<file path="src/rtl/multiplier_pkg.sv">
// rtl/multiplier_pkg.sv - shared types and defaults for the shift-and-add multiplier
// Purpose : sequencer state encoding and the default accumulator/product width.
// Ports   : none (package).
package multiplier_pkg;

    localparam int WORD_LENGTH_DEFAULT = 16;

    typedef enum logic [1:0] {
        IDLE = 2'd0,
        RUN  = 2'd1,
        DONE = 2'd2
    } seq_state_t;

endpackage

</file>
<file path="src/rtl/shift_add_sequencer.sv">
// rtl/shift_add_sequencer.sv - shift-and-add unsigned multiplier controller around an external adder
// Purpose : multiplies two Word_Length/2-bit unsigned operands, one partial product per cycle,
//           using a sibling combinational adder stage for every accumulation.
// Ports   : clk, reset (sync, active-high)
//           Start / Ready            operand handshake, Multiplicand / Multiplier latched on accept
//           Add_Operand / Acc_Value  operands presented to the adder (Data_Add / Data_Input)
//           Adder_Result             adder Data_Output, consumed in the same cycle
//           Done / Product           one-cycle completion pulse and held product
module shift_add_sequencer
    import multiplier_pkg::*;
#(
    parameter int Word_Length = WORD_LENGTH_DEFAULT
) (
    input  logic                       clk,
    input  logic                       reset,
    input  logic                       Start,
    input  logic [Word_Length/2-1:0]   Multiplicand,
    input  logic [Word_Length/2-1:0]   Multiplier,
    input  logic [Word_Length-1:0]     Adder_Result,
    output logic [Word_Length-1:0]     Add_Operand,
    output logic [Word_Length-1:0]     Acc_Value,
    output logic                       Ready,
    output logic                       Done,
    output logic [Word_Length-1:0]     Product
);

    localparam int Operand_Length = Word_Length / 2;
    localparam int Count_Width    = $clog2(Operand_Length + 1);
    localparam logic [Count_Width-1:0] LAST_COUNT = Count_Width'(Operand_Length - 1);

    if (Word_Length % 2 != 0) begin : g_bad_width
        $error("shift_add_sequencer: Word_Length must be even");
    end

    seq_state_t                 state_q;
    logic [Word_Length-1:0]     mcand_q;
    logic [Operand_Length-1:0]  mplr_q;
    logic [Word_Length-1:0]     acc_q;
    logic [Word_Length-1:0]     acc_d;
    logic [Count_Width-1:0]     count_q;
    logic [Word_Length-1:0]     product_q;
    logic                       done_q;
    logic                       ready_q;

    // The adder returns Data_Add when both inputs are equal; the accumulator is always a sum of
    // strictly smaller shifted multiplicands, so equality only happens at 0+0 and needs no fixup.
    always_comb begin
        acc_d = acc_q;
        if (mplr_q[0]) begin
            acc_d = Adder_Result;
        end
    end

    always_ff @(posedge clk) begin
        if (reset) begin
            state_q   <= IDLE;
            mcand_q   <= '0;
            mplr_q    <= '0;
            acc_q     <= '0;
            count_q   <= '0;
            product_q <= '0;
            done_q    <= 1'b0;
            ready_q   <= 1'b1;
        end else begin
            case (state_q)
                IDLE: begin
                    done_q <= 1'b0;
                    if (Start) begin
                        mcand_q <= {{Operand_Length{1'b0}}, Multiplicand};
                        mplr_q  <= Multiplier;
                        acc_q   <= '0;
                        count_q <= '0;
                        ready_q <= 1'b0;
                        state_q <= RUN;
                    end
                end
                RUN: begin
                    acc_q   <= acc_d;
                    mcand_q <= mcand_q << 1;
                    mplr_q  <= mplr_q >> 1;
                    count_q <= count_q + Count_Width'(1);
                    // Final partial product: publish the just-computed sum so Product is valid
                    // in the same cycle Done is high.
                    if (count_q == LAST_COUNT) begin
                        product_q <= acc_d;
                        done_q    <= 1'b1;
                        state_q   <= DONE;
                    end
                end
                DONE: begin
                    done_q  <= 1'b0;
                    ready_q <= 1'b1;
                    state_q <= IDLE;
                end
                default: begin
                    done_q  <= 1'b0;
                    ready_q <= 1'b1;
                    state_q <= IDLE;
                end
            endcase
        end
    end

    assign Add_Operand = mcand_q;
    assign Acc_Value   = acc_q;
    assign Ready       = ready_q;
    assign Done        = done_q;
    assign Product     = product_q;

endmodule

</file>
<file path="config.mk">
export PLATFORM = sky130hd
export DESIGN_NAME = shift_add_sequencer
export DESIGN_NICKNAME = d
export VERILOG_FILES = /design/src/rtl/multiplier_pkg.sv /design/src/rtl/shift_add_sequencer.sv
export SDC_FILE = /design/constraint.sdc
export NUM_CORES = 1
export LEC_CHECK = 0
export CAP_MARGIN = 5
export CORE_UTILIZATION = 49
export DETAILED_ROUTE_END_ITERATION = 16
export PLACE_DENSITY = 0.85
export RECOVER_POWER = 100
export SLEW_MARGIN = 10
export SYNTH_ARGS = -nofsm -noshare
export SYNTH_HDL_FRONTEND = slang
export SYNTH_SLANG_ARGS = --single-unit
</file>
<file path="constraint.sdc">
create_clock -name clk -period 3.2 [get_ports clk]
set_input_delay 0.64 -clock clk [delete_from_list [all_inputs] [get_ports clk]]
set_output_delay 0.64 -clock clk [all_outputs]
set_load 0.05 [all_outputs]
</file>
==> flow_summary.ini, run 1 <==
[status]
status = completed

[timing]
fin_tns_setup_ns = 0
tightestPinTransition_ns = 1.125
fin_worst_skew_ns = 0.005185
fmax_ghz = 0.4026
timing.final.crit_share_pct = 77.63
rsz0062_at_grt = false
max-slew-margin-rel_pct = 24.69
hold_viol_final = 0
slew_viol_final = 0
setup_violations = 0
fin_crit_ns = 2.484

[synth]
synth_area_per_cell_um2 = 10.11
synth_warnings = 0
syn_area_mm2 = 0.002659
syn-instance-count = 263
synth.most_common_cell = dfxtp_1
ys_top_cells_by_count = 64 x dfxtp_1, 36 x nor2_1, 31 x a211oi_1
yosysTopAreaCell = dfxtp_1
muxShareOfSynthArea_pct = 6.588
synth_top_family_by_area = compound AO/OA/AOI/OAI gates
synth_top_area_share_pct = 48.19
synth-seq-cells = 64
synth_ff_type = dfxtp_1
synthArstFlopShare_pct = 0
synth_fp_nets = 299
synthAdderAreaFrac_pct = 0.4706
ys_seq_area_share_pct = 48.19
yosysUniqueCellTypes = 37
synth_area_leaders = dfxtp_1 48%, a211oi_1 8.8%, mux2i_1 6.0%
synth-compound-area-share_pct = 28.09
synth_xor_area_share_pct = 0
synth-simple-area-share_pct = 10.26
synth_edf_count = 0

[worst_hold_path]
hold_path_class = flop to flop
min_path_cells = 1
min_from = Ready$_SDFFE_PP1P_
whs_endpoint = Ready$_SDFFE_PP1P_

[grt]
met1_usage_pct = 30.23
globalRouteMet3Util_pct = 5.291
grt_pass1_vias = 2096
grt_max_degree = 52
antenna_found_initial = 0
grt-ovfl-total = 0
grt_pass1_wl_um = 9825
grtUsageMet2_pct = 35.91
grt-busiest-layer = met2
grt_util_all_layers_pct = 22.87

[worst_setup_path]
end_kind = flop
timing.rr.start = state_q[1]$_SDFFE_PP0P_
cpMaxStageDelayCell = a21oi_2
worstPathRequired_ns = 3.48
regToRegEndpoint = Product[1]$_SDFFE_PP0P_
cp_cell_sequence = dlygate4sd3_1, clkbuf_1, mux2_1, a21oi_2, a22o_2
rrSetupSlack_ns = 0.74
cp_slowest_stage_delay_ns = 0.60
crit_buf_inv = 2
critPathKind = input pin to flop
cp_max_fo = 18
critical_path_arrival_ns = 2.77
critPathTopFamily = buffers and inverters
start_kind = input pin
r2r_cells = 3

[clocking]
cts_tree = built
clkLatencyLatePin_ns = 0.34
cts_root_buf = clkbuf_8
cts_buffers = 9
h-tree-depth = 3
cts_resized = 0
clk_path_buf_depth = 2
post_cts_buffers = 0
clk_pin_slew_ns = 0.07
cts_hold_buf = 0
cts_sinks = 64

[placement]
post_dp_cell_area_mm2 = 0.003450
io_buffers = 84
place.gp.congestion = 0.7101
post-dp-hpwl_um = 4003

[power_and_ir_drop]
p_leak_uw = 0.001452
power_density_mw_per_mm2 = 504.0
ir_drop_mv = 0.2729

[finish]
fill_cells = 406
stdcell_area_mm2 = 0.003641
antennaDiodeCount = 0
area_growth_pct = 36.94
nNetsFinal = 372
layout-drive-gt1-share_pct = 10.26

[detailed_routing]
dr_total_vias = 2250
viasPerCell = 5.474
wl_per_cell_um = 15.13
drt_pass1_iterations = 4
first_iter_violations = 101
wirelength_um = 6219
ant_nets = 0
route.detailed.drc = 0

[floorplan]
core_mm2 = 0.005172
fp-row-count = 26
die-area_mm2 = 0.005724
initial_utilization_pct = 51.40
die_h_um = 75.66
die_x_um = 75.66
ios = 85

[job]
max_cap_violations = 0
how the worst max path moves through the flow:
| stage | slack [ns] | startpoint | endpoint | cells past startpoint |
|---|---|---|---|---|
| floorplan | 1.58 | Start | Acc_Value[10]$_SDFFE_PP0P_ | 5 |
| global placement | 0.97 | Start | Acc_Value[11]$_SDFFE_PP0P_ | 5 |
| detailed placement | 0.97 | Start | Acc_Value[4]$_SDFFE_PP0P_ | 5 |
| CTS | 1.0 | Add_Operand[0]$_SDFFE_PP0P_ | Add_Operand[0] | 1 |
| global route | 0.52 | state_q[1]$_SDFFE_PP0P_ | Product[3]$_SDFFE_PP0P_ | 3 |
| finish | 0.72 | Start | Acc_Value[4]$_SDFFE_PP0P_ | 5 |
through the flow:
step	setup WS, ns	cells	hold WS [ns]	total power [uW]	util [%]
floorplan	1.578	263	0.4545	1034	-
global placement	0.9700	395	0.4502	1115	66.69
detailed placement	0.9654	395	0.4541	1120	66.69
CTS	0.9978	411	0.4696	1855	70.78
global route	0.5158	411	0.4927	1896	70.39
finish	0.7158	411	0.4602	1835	70.39
per-layer routing:
layer | vias up | routed length (um)
met5 | - | 0
met4 | 0 | 40
met3 | 4 | 382
met2 | 79 | 2926
met1 | 1043 | 2869
li1 | 1124 | -
cell usage in the layout, fill, tap and decap left out, types with 6 or more instances in the layout:
cell type | Yosys | routed
dfxtp_1 | 64 | 64
dlygate4sd3_1 | 0 | 51
nor2_1 | 36 | 36
clkdlybuf4s50_1 | 0 | 32
a211oi_1 | 31 | 31
a21oi_1 | 19 | 19
mux2i_1 | 16 | 16
o2bb2ai_1 | 11 | 11
a22o_2 | 10 | 10
a22oi_1 | 9 | 9
clkbuf_8 | 0 | 9
a22o_1 | 6 | 6
sequential cells by signal, summed over array words and instances (netlist names):
signal       count
Product         16
Done             1
Add_Operand     16
state_q          2
Acc_Value       16
Ready            1
mplr_q           8
count_q          4
kinds of logic after synthesis:
family | count (synthesis)
adders and majority gates | 1
muxes | 17
and+or+nand+nor | 55
buffers and inverters | 28
AOI/OAI and AO/OA | 98
DFF | 64
power by group:
| part | total [uW] | leakage (uW) | internal [uW] | switching (uW) |
|---|---|---|---|---|
| sequential | 844 | 0.000521 | 823 | 20.4 |
| combinational | 249 | 0.000821 | 105 | 144 |
| clock | 743 | 0.000110 | 436 | 307 |
layout make-up:
cell class	instances	area, um^2	share of cell area [%]
multi-input combinational	171	1191	32.71
inverter	2	7.507	0.2062
clock buffer	10	127.6	3.505
clock inverter	6	83.83	2.302
timing repair buffer	88	862.1	23.68
sequential	64	1281	35.19
tap	70	87.58	2.405
(Power assumes the default switching activity.)
==> run 2, diff against run 1 <==
Settings changed: CORE_UTILIZATION 49 to 41, PLACE_DENSITY 0.85 to 0.76.
Clock period 3.2 ns to 2.2 ns, I/O delays scaled along.
==> run 2 against run 1 <==
Net effect:
- routed wire length grew 0.66%
- combinational power rose by 51%
- worst hold slack better by 0.0090 ns
- design area rose by 1.9%
- flip-flop and latch count did not move
- sequential share of layout area shrank 0.64 points
- highest routed layer unchanged
- clock skew is 0.0025 ns higher
- critical path type is now flop to primary output
- non-clock buffer count grew 6
- clock-buffer cell count grew 2
- setup slack got worse by 0.55 ns
==> flow_summary.ini, run 2 (synthesis results as in run 1) <==
[status]
status = completed

[detailed_routing]
first_iter_violations = 123
viasPerCell = 5.413
drt_pass1_iterations = 6
dr_total_vias = 2279
route.detailed.drc = 0
wirelength_um = 6260
wl_per_cell_um = 14.87
ant_nets = 0

[finish]
area_growth_pct = 39.48
final_common_cell = dfxtp_1
nNetsFinal = 378
layout-drive-gt1-share_pct = 11.56
final_cell_mix = 64 x dfxtp_1, 51 x dlygate4sd3_1, 36 x nor2_1
antennaDiodeCount = 0

[floorplan]
core_mm2 = 0.006096
die-area_mm2 = 0.006811
fp-row-count = 28
ios = 85
die_x_um = 82.53
initial_utilization_pct = 43.62
die_h_um = 82.53

[worst_setup_path]
cp_slowest_stage_delay_ns = 0.90
end_kind = primary output
start_kind = flop
worstPathRequired_ns = 1.76
crit_buf_inv = 1
cpMaxStageDelayCell = dlygate4sd3_1
rrSetupSlack_ns = 0.32
critical_path_arrival_ns = 1.59
cp_max_fo = 3
cp_cell_sequence = dlygate4sd3_1
critPathTopFamily = buffers and inverters
critPathKind = flop to primary output

[placement]
place.gp.congestion = 0.7647
pre_cts_slack_ns = 0.3113
io_buffers = 84
post-dp-hpwl_um = 4095

[clocking]
clk_path_buf_depth = 2
cts_tree = built
cts_buffers = 9
cts_hold_buf = 0
cts_sinks = 64
clk_pin_slew_ns = 0.07
clkLatencyLatePin_ns = 0.32
cts_root_buf = clkbuf_8
cts_resized = 0
post_cts_buffers = 0
h-tree-depth = 3

[timing]
setup_ws_ns = 0.1674
hold_viol_final = 0
fin_crit_ns = 2.033
tightestPinTransition_ns = 0.9088
setup_violations = 0
fmax_ghz = 0.4920
max-slew-margin-rel_pct = 39.38
slew_viol_final = 0
rsz0062_at_grt = false
fin_worst_skew_ns = 0.007659
fin_tns_setup_ns = 0
timing.final.crit_share_pct = 92.39

[grt]
grt_pass1_wl_um = 9867
grt_max_degree = 29
grt-ovfl-total = 0
grt_pass1_vias = 2089
antenna_found_initial = 0
grt_util_all_layers_pct = 19.27

[power_and_ir_drop]
power_density_mw_per_mm2 = 730.8
ir_drop_mv = 0.3488
p_leak_uw = 0.001488

[worst_hold_path]
hold_path_class = flop to flop

[job]
max_cap_violations = 0
[run 2: area by class of cell]
class,instances,area (um^2)
fillers,535,2387
flip-flops and latches,64,1281
multi-input cells,171,1204
clock inverters,3,65.06
clock buffers,12,155.1
well taps,75,93.84
repair buffers,94,902.1
inverters,2,7.507
[run 2: worst paths after layout]
path / startpoint / end / cells after the start
worst min register to register: Ready$_SDFFE_PP1P_ / Ready$_SDFFE_PP1P_ / 1
worst max register to register: state_q[0]$_SDFFE_PP0P_ / Acc_Value[8]$_SDFFE_PP0P_ / 4
worst max-delay path: Acc_Value[5]$_SDFFE_PP0P_ / Acc_Value[5] / 1
worst min-delay path: Ready$_SDFFE_PP1P_ / Ready$_SDFFE_PP1P_ / 1
[run 2: metrics by stage]
step           cell area [um^2]  util, %  instances  power, uW  hold WS [ns]
2_1_floorplan              2659        -        263       1504        0.4545
3_3_place_gp               3501    57.43        406       1636        0.4501
3_5_place_dp               3501    57.43        406       1641        0.4629
4_1_cts                    3721    61.04        421       2751        0.4788
5_1_grt                    3709    60.84        421       2819        0.4949
6_report                   3709    60.84        421       2710        0.4692
[run 2: layer usage]
metal / vias to the layer above / global-route usage [%] / share of wire [%]
li1: 1129 / - / -
met1: 1078 / 25.00 / 46
met2: 68 / 30.17 / 47
met3: 4 / 6.154 / 6.0
met4: 0 / 6.379 / 0.40
met5: - / 0 / 0
[run 2: report_power, final]
part | internal, uW | total, uW | switching (uW)
Combinational | 160 | 376 | 215
Clock | 693 | 1110 | 416
Sequential | 1200 | 1230 | 28.0
